File: config.mk
export PLATFORM = sky130hd
export DESIGN_NAME = instr_fetch_queue
export DESIGN_NICKNAME = d
export VERILOG_FILES = /design/src/rtl/instr_fetch_queue.sv
export SDC_FILE = /design/constraint.sdc
export NUM_CORES = 1
export LEC_CHECK = 0
export CORE_ASPECT_RATIO = 0.6
export CORE_MARGIN = 2
export CORE_UTILIZATION = 57
export CTS_CLUSTER_DIAMETER = 100
export DETAILED_ROUTE_END_ITERATION = 8
export PLACE_DENSITY = 0.79
export SYNTH_ARGS = -nofsm -noshare
export SYNTH_HDL_FRONTEND = slang
export SYNTH_SLANG_ARGS = --single-unit
File: constraint.sdc
create_clock -name clk -period 9.7 [get_ports clk]
set_clock_uncertainty 0.1 [all_clocks]
set_input_delay 0.97 -clock clk [delete_from_list [all_inputs] [get_ports clk]]
set_output_delay 0.97 -clock clk [all_outputs]
set_load 0.02 [all_outputs]
File: src/rtl/instr_fetch_queue.sv
// ---------------------------------------------------------------------------
// instr_fetch_queue
//
// Fetch-side consumer of the program counter unit. Each valid PC becomes one
// instruction-memory read. The PCs of in-flight reads are kept in a pending
// FIFO. Returned words are paired with their PC and queued in order toward
// decode. The block returns a credit-style advance enable (go) to the PC unit.
// A taken branch (flush) throws away every buffered and in-flight instruction.
// Late responses to flushed reads are absorbed by the drop counter.
//
// Ports
//   clk          clock; all state updates on the rising edge
//   rst          asynchronous, active-high reset
//   pc_in        current PC from the PC unit
//   pc_valid     pc_in is a fetchable address
//   go           PC unit may advance this cycle (combinational)
//   flush        branch redirect, same cycle the PC unit selects the target
//   imem_req     read request to instruction memory (combinational)
//   imem_addr    read address, equal to pc_in
//   imem_rvalid  read data returned (in order, latency >= 1, no backpressure)
//   imem_rdata   returned instruction word
//   instr_valid  head entry valid to decode (registered)
//   instr_ready  decode accepts the head entry
//   instr        head instruction (registered)
//   instr_pc     PC of the head instruction (registered)
// ---------------------------------------------------------------------------
module instr_fetch_queue #(
    parameter int PC_WIDTH    = 32,
    parameter int INSTR_WIDTH = 32,
    parameter int DEPTH       = 4
) (
    input  logic                   clk,
    input  logic                   rst,
    input  logic [PC_WIDTH-1:0]    pc_in,
    input  logic                   pc_valid,
    output logic                   go,
    input  logic                   flush,
    output logic                   imem_req,
    output logic [PC_WIDTH-1:0]    imem_addr,
    input  logic                   imem_rvalid,
    input  logic [INSTR_WIDTH-1:0] imem_rdata,
    output logic                   instr_valid,
    input  logic                   instr_ready,
    output logic [INSTR_WIDTH-1:0] instr,
    output logic [PC_WIDTH-1:0]    instr_pc
);

    localparam int AW = $clog2(DEPTH);
    localparam int CW = AW + 1;

    typedef logic [AW-1:0] ptr_t;
    typedef logic [CW-1:0] cnt_t;
    // One extra bit so occ + outst can never wrap before the compare.
    typedef logic [CW:0]   sum_t;

    localparam sum_t DEPTH_LVL = sum_t'(DEPTH);

    // -----------------------------------------------------------------------
    // State
    // -----------------------------------------------------------------------
    logic [PC_WIDTH-1:0]    pend_pc  [DEPTH];
    logic [INSTR_WIDTH-1:0] iq_instr [DEPTH];
    logic [PC_WIDTH-1:0]    iq_pc    [DEPTH];

    ptr_t pend_rd, pend_wr;
    ptr_t iq_rd, iq_wr;
    cnt_t occ;    // entries buffered in the instruction FIFO
    cnt_t outst;  // live reads whose data will be kept
    cnt_t drop;   // stale reads (issued before a flush) still to come back

    // Next-state values
    ptr_t                   pend_rd_n, pend_wr_n;
    ptr_t                   iq_rd_n, iq_wr_n;
    cnt_t                   occ_n, outst_n, drop_n;
    cnt_t                   occ_left;
    logic                   instr_valid_n;
    logic [INSTR_WIDTH-1:0] instr_n;
    logic [PC_WIDTH-1:0]    instr_pc_n;

    // -----------------------------------------------------------------------
    // Handshake decode
    // -----------------------------------------------------------------------
    sum_t in_use;
    logic issue;
    logic rsp_legal;
    logic rsp_keep;
    logic rsp_drop;
    logic deq;
    logic [PC_WIDTH-1:0] rsp_pc;

    assign in_use = sum_t'(occ) + sum_t'(outst);

    // Stale reads held in drop are not counted here. New fetches may start
    // straight after a flush, and the stale data is filtered on return.
    assign go        = !rst && (in_use < DEPTH_LVL);
    assign issue     = pc_valid && go && !flush;
    assign imem_req  = issue;
    assign imem_addr = pc_in;

    // A response with nothing in flight is illegal. It is excluded from both
    // the keep and the drop paths, so it cannot corrupt the counters.
    assign rsp_legal = imem_rvalid && ((outst != '0) || (drop != '0));

    // Stale data always returns before live data, because the memory answers
    // in order. So drop is drained before any response is kept.
    assign rsp_drop  = imem_rvalid && (drop != '0) && !flush;
    assign rsp_keep  = imem_rvalid && (drop == '0) && (outst != '0) && !flush;
    assign deq       = instr_valid && instr_ready && !flush;
    assign rsp_pc    = pend_pc[pend_rd];

    // -----------------------------------------------------------------------
    // Next-state logic
    // -----------------------------------------------------------------------
    always_comb begin
        // NOTE: every variable gets a default first so no path leaves one
        // unassigned; an unassigned path would infer a latch.
        pend_rd_n     = pend_rd;
        pend_wr_n     = pend_wr;
        iq_rd_n       = iq_rd;
        iq_wr_n       = iq_wr;
        occ_n         = occ;
        outst_n       = outst;
        drop_n        = drop;
        occ_left      = occ;
        instr_valid_n = instr_valid;
        instr_n       = instr;
        instr_pc_n    = instr_pc;

        if (flush) begin
            // Every live read becomes stale. A response landing in this same
            // cycle is already the oldest of them, so it is used up at once.
            pend_rd_n     = '0;
            pend_wr_n     = '0;
            iq_rd_n       = '0;
            iq_wr_n       = '0;
            occ_n         = '0;
            outst_n       = '0;
            drop_n        = drop + outst - cnt_t'(rsp_legal);
            instr_valid_n = 1'b0;
        end else begin
            outst_n   = outst + cnt_t'(issue) - cnt_t'(rsp_keep);
            drop_n    = drop - cnt_t'(rsp_drop);
            pend_wr_n = pend_wr + ptr_t'(issue);
            pend_rd_n = pend_rd + ptr_t'(rsp_keep);
            iq_wr_n   = iq_wr + ptr_t'(rsp_keep);
            iq_rd_n   = iq_rd + ptr_t'(deq);
            occ_left  = occ - cnt_t'(deq);
            occ_n     = occ_left + cnt_t'(rsp_keep);

            // The registered head shows the entry at the new read pointer.
            // If the FIFO is empty once the pop is done, that entry is the one
            // being pushed now, and it is not yet in storage.
            if (occ_n != '0) begin
                instr_valid_n = 1'b1;
                if (rsp_keep && (occ_left == '0)) begin
                    instr_n    = imem_rdata;
                    instr_pc_n = rsp_pc;
                end else begin
                    instr_n    = iq_instr[iq_rd_n];
                    instr_pc_n = iq_pc[iq_rd_n];
                end
            end else begin
                // Hold instr/instr_pc and drop only the valid flag.
                instr_valid_n = 1'b0;
            end
        end
    end

    // -----------------------------------------------------------------------
    // Control registers
    // -----------------------------------------------------------------------
    always_ff @(posedge clk or posedge rst) begin
        if (rst) begin
            pend_rd     <= '0;
            pend_wr     <= '0;
            iq_rd       <= '0;
            iq_wr       <= '0;
            occ         <= '0;
            outst       <= '0;
            drop        <= '0;
            instr_valid <= 1'b0;
            instr       <= '0;
            instr_pc    <= '0;
        end else begin
            // NOTE: non-blocking assignments, so every register samples the
            // values from before the edge, whatever the statement order.
            pend_rd     <= pend_rd_n;
            pend_wr     <= pend_wr_n;
            iq_rd       <= iq_rd_n;
            iq_wr       <= iq_wr_n;
            occ         <= occ_n;
            outst       <= outst_n;
            drop        <= drop_n;
            instr_valid <= instr_valid_n;
            instr       <= instr_n;
            instr_pc    <= instr_pc_n;
        end
    end

    // -----------------------------------------------------------------------
    // FIFO storage
    // -----------------------------------------------------------------------
    // NOTE: storage arrays have no reset. The counters and pointers alone
    // decide which entries are meaningful, and the head output has its own
    // reset registers.
    always_ff @(posedge clk) begin
        if (issue) begin
            pend_pc[pend_wr] <= pc_in;
        end
        if (rsp_keep) begin
            iq_instr[iq_wr] <= imem_rdata;
            iq_pc[iq_wr]    <= rsp_pc;
        end
    end

    // -----------------------------------------------------------------------
    // Checks
    // -----------------------------------------------------------------------
    // The memory must only answer reads it was actually given.
    illegal_rsp_a: assert property (
        @(posedge clk) disable iff (rst)
        imem_rvalid |-> ((outst != '0) || (drop != '0))
    );

    // Credit accounting: buffered plus live reads never exceed the queue.
    credit_bound_a: assert property (
        @(posedge clk) disable iff (rst)
        in_use <= DEPTH_LVL
    );

    // The registered valid flag always agrees with the occupancy counter.
    valid_tracks_occ_a: assert property (
        @(posedge clk) disable iff (rst)
        instr_valid == (occ != '0)
    );

endmodule

# Word-level counts from Yosys, hierarchy flattened
# Memories as Yosys holds them, arrays and structs flattened.
# Cells that the tools add are included.
# op_classes
mul	0
n_eq_ne	0
n_lt_le_gt_ge	1
n_div	0
n_addsub	12
shifts	0
muxes	15
n_bitwise	1
n_reduce_logical	21
# ops
op	n
$mux 32	2
$logic_and 1x1->1	12
$sub 3x1->3	4
$mux 3	3
$reduce_bool 3->1	3
$add 2x1->2	4
$mux 2	4
$add 3x1->3	2
$logic_not 3->1	2
$mux 1	6
$add 3x3->4	1
$lt 4x3->1 const B	1
$add 3x3->3	1
$logic_not 1->1	2
$reduce_and 2->1	1
$logic_or 1x1->1	1
$not 1->1	1
# totals
ram_bits	384
romBits	0
register_bits	82
mem_count	3
latchBits	0
out_inout_bits	99
# mem_list
name	depth	width	read_ports	rd_clocked_by_memory_dff	wr	line	rtl
iq_instr	4	32	1	0	1	62	logic [INSTR_WIDTH-1:0] iq_instr [DEPTH];
iq_pc	4	32	1	0	1	63	logic [PC_WIDTH-1:0] iq_pc [DEPTH];
pend_pc	4	32	1	0	1	61	logic [PC_WIDTH-1:0] pend_pc [DEPTH];

# Depth between registers and ports, before layout
# depth
word_depth	8
ltp_mapped	13

# Worst setup path before layout
# Ideal clock, no wire load.
# synth_path
path_kind	input -> register
start	input port flush
end	memory iq_instr[0][0], enable pin
stages	4
setup_slack_ps	2355
required_time_ps	9020
arrival_time_ps	6665
setup_time_ps	580
cell_sequence	clkbuf_1 > nand2b_1 > nor3b_1 > nor3b_1
# synth_between
elab_chain_len	4
# synth_lines
item	line	rtl
from (decl)	37	input logic flush,
$logic_not 1->1	107	assign rsp_keep = imem_rvalid && (drop == '0) && (outst != '0) && !flush;
$logic_and 1x1->1	107	
$mux 1	210	if (rsp_keep) begin
$mux 1 (not written as such)	211	iq_instr[iq_wr] <= imem_rdata;
to (decl)	62	
# Every way passes these cells.

# Worst setup path in the final report
# layout_path
start	input port flush
end	register instr_pc[17]
# layout_between
elab_chain_len	6
word_cells_on_any_way	13
classes_between	3 x add/sub; 1 x mux; 1 x bitwise; 7 x reduce/logical; 1 x memory
# layout_lines
item	line	rtl
$logic_not 1->1	107, 108	
$logic_and 1x1->1	108	assign deq = instr_valid && instr_ready && !flush;
$sub 3x1->3	147	occ_left = occ - cnt_t'(deq);
$add 3x1->3 / $logic_not 3->1 (equally long branches)	148, 155	
$reduce_bool 3->1 / $logic_and 1x1->1 (equally long branches)	153, 155	
$reduce_and 2->1 (no source line) / $mux 32 (equally long branches)	n/a	
to (signal assigned)	196	instr_pc <= instr_pc_n;
to (decl)	45	output logic [PC_WIDTH-1:0] instr_pc
# Parallel ways exist; a longest one is shown, timed or not.
# A chain may end at the register's enable or synchronous reset.

==> flow_summary.json <==
{
  "drc": 0,
  "ys_seq_elements": 466,
  "coreArea_um2": 32200,
  "status": "finished clean",
  "rows": 51,
  "nets": 1158,
  "synth_cell_types": 38,
  "synth-async-reset-ratio_pct": 17.6,
  "num-fill-cells": 2089,
  "required_ns": 10.05,
  "area_delta_synth_final_pct": 17.1,
  "synthTopCellsByCount": "384 x edfxtp_1, 96 x mux4_2, 82 x dfrtp_1",
  "grt_pass1_wl_mm": 59.0,
  "routed_wl_mm": 38.3,
  "setup_slack_ns": 5.06,
  "cellLeakagePower_nw": 7.37,
  "synth_edf_count": 384,
  "power_w": 0.00512,
  "place_ws_ns": 4.64,
  "worst-r2r-setup-slack_ns": 5.54,
  "arrival_ns": 4.99,
  "slew_viol_final": 0,
  "min_period_ns": 4.64,
  "die_w_um": 237,
  "multi_input_area_um2": 4360,
  "clock_path_buffers": 3,
  "yosys_most_used_dff": "edfxtp_1",
  "seq_area_um2": 13600,
  "cts_tree": "yes",
  "die_h_um": 144,
  "clk-insertion-delay-late_ns": 0.54,
  "p_sw_share_pct": 25.9,
  "routed-via-count": 9234,
  "min_path_type": "reg -> reg",
  "cp-start-kind": "input port",
  "drtIter0Drc": 899,
  "pwr-share-clk_pct": 31.8,
  "maxSlewHeadroom_pct": 20.8,
  "antenna_found_initial": 1,
  "grt.total_usage_pct": 23.3,
  "end_kind": "register",
  "grt_pass1_vias": 9767,
  "synthesis.instances": 929,
  "critPathKind": "in -> reg",
  "setup_tns_ns": 0,
  "switching_power_w": 0.00132,
  "synth_area_leaders": "edfxtp_1 62%, mux4_2 12%, dfrtp_1 11%",
  "dieArea_um2": 33900,
  "gp_congestion": 0.748,
  "cellPowerDensity_nw_per_um2": 237,
  "initial_core_util_pct": 57.5,
  "drive_gt1_share_pct": 22.1,
  "synth_area_um2": 18500,
  "cp_max_fo": 64,
  "syn_avg_cell_area_um2": 19.9,
  "rsz0062_at_grt": "no",
  "postCtsSetupBuffers": 0,
  "drt-pass1-iter-count": 5,
  "intPower_w": 0.00380,
  "final_hold_viol_count": 0,
  "max_freq_mhz": 216,
  "clkTransAtPathRegs_ns": 0.06,
  "cap_violations": 0,
  "clock-sinks": 466,
  "synth_top_area_share_pct": 62.4,
  "ctsHoldBuffers": 0,
  "ios": 169,
  "fin_crit_sh_pct": 47.8,
  "p_comb_share_pct": 20.1,
  "worstMarginPinSlew_ns": 1.19,
  "seqPwrFrac_pct": 48.2,
  "placement.io_buffers": 168,
  "setup_viol": 0,
  "peakVddDrop_mv": 0.131,
  "synth_most_common_cell": "edfxtp_1",
  "root_buffer": "clkbuf_16",
  "dp_hpwl_mm": 21.2,
  "yosys_warnings": 0,
  "yosysSeqAreaShare_pct": 73.5,
  "grt-ovfl-total": 0,
  "htree_levels": 2,
  "wl_per_cell_um": 25.1,
  "synth_top_area_cell": "edfxtp_1",
  "syn-num-nets": 1018,
  "grt_max_degree": 66,
  "post_cts_resized": 0,
  "cts_buffers": 41,
  "viasPerCell": 6.05,
  "postRouteAntennaNets": 0
}
-- final cells by class --
cell class,instances,area share (%)
well taps,424,2.45
flip-flops and latches,466,62.7
multi-input cells,362,20.1
clock buffers,65,5.54
inverters,18,0.335
repair buffers,180,8.18
diodes,1,0.0116
clock inverters,11,0.630
-- cell families after synthesis --
group,after synthesis,share of synthesized area (%)
simple gates,103,2.55
flops,466,73.5
mux,97,11.7
buf+inv,101,3.41
compound gates,132,6.87
fa+ha+maj,19,1.37
xor+xnor,11,0.602
-- metrics by stage --
stage          cell area, um2  hold slack (ns)  utilization [%]  cells
6_report                21700            0.380             67.3   1527
2_1_floorplan           18500            0.347                -    929
3_3_place_gp            20300            0.367             63.2   1450
4_1_cts                 21700            0.385             67.3   1526
5_1_grt                 21700            0.425             67.3   1527
3_5_place_dp            20300            0.377             63.2   1450
-- final timing paths --
kind                         start            to  depth (start not counted)
min in group asynchronous      rst       drop[2]                          2
max reg2reg                drop[1]  instr_pc[17]                          9
max                          flush  instr_pc[17]                         10
min reg2reg                drop[2]       drop[2]                          1
max in group asynchronous      rst  instr_pc[31]                          3
min                        drop[2]       drop[2]                          1
-- power groups by stage --
stage | logic [W] | clock network, W | registers (W)
detailed placement | 0.00103 | 0 | 0.00250
finish | 0.00103 | 0.00163 | 0.00247
CTS | 0.00104 | 0.00165 | 0.00247
global route | 0.00109 | 0.00173 | 0.00248
global placement | 0.00100 | 0 | 0.00251
floorplan | 0.000463 | 0 | 0.00262
-- registers in the layout, summed over array words and instances (netlist names), 3 cells and up --
register,flops
iq_instr,128
instr,32
pend_pc,128
instr_pc,32
occ,3
iq_pc,128
drop,3
outst,3
-- cells in the final DEF, fill, tap and decap left out, drive strengths merged --
master         instances
a21boi                 1
a21oi                 64
a2bb2oi               64
and2                   2
and3                   3
and3b                  1
and4                   1
and4b                  1
buf                   12
bufinv                 3
clkbuf                65
clkdlybuf4s50        168
clkinv                 6
clkinvlp               1
dfrtp                 82
diode                  1
edfxtp               384
fa                     2
ha                    17
inv                   19
mux2i                  1
mux4                  96
nand2                 68
nand2b                 1
nand3                  1
nand4                  2
nor2                   7
nor2b                  7
nor3                   3
nor3b                  4
nor4                   1
o21ai                  2
o31ai                  1
or3                    1
xnor2                  9
xor2                   1
xor3                   1
-- routing by layer --
metal | track usage (%) | vias to the layer above | share of wire (%)
met5 | 0 | - | 0
met4 | 6.20 | 0 | 1.8
met3 | 4.30 | 52 | 6.6
met2 | 37.2 | 369 | 48
met1 | 33.7 | 4867 | 43
li1 | - | 3946 | -
-- critical path, stage by stage --
cell	delay [ns]
clkdlybuf4s50_1	0.79
nand2b_1	0.34
nor3b_1	0.71
ha_1	0.28
ha_1	0.15
xor3_1	0.27
o31ai_4	0.25
buf_4	0.81
a21oi_1	0.16
a2bb2oi_2	0.22
No activity file was read; power rests on OpenSTA's default activity.
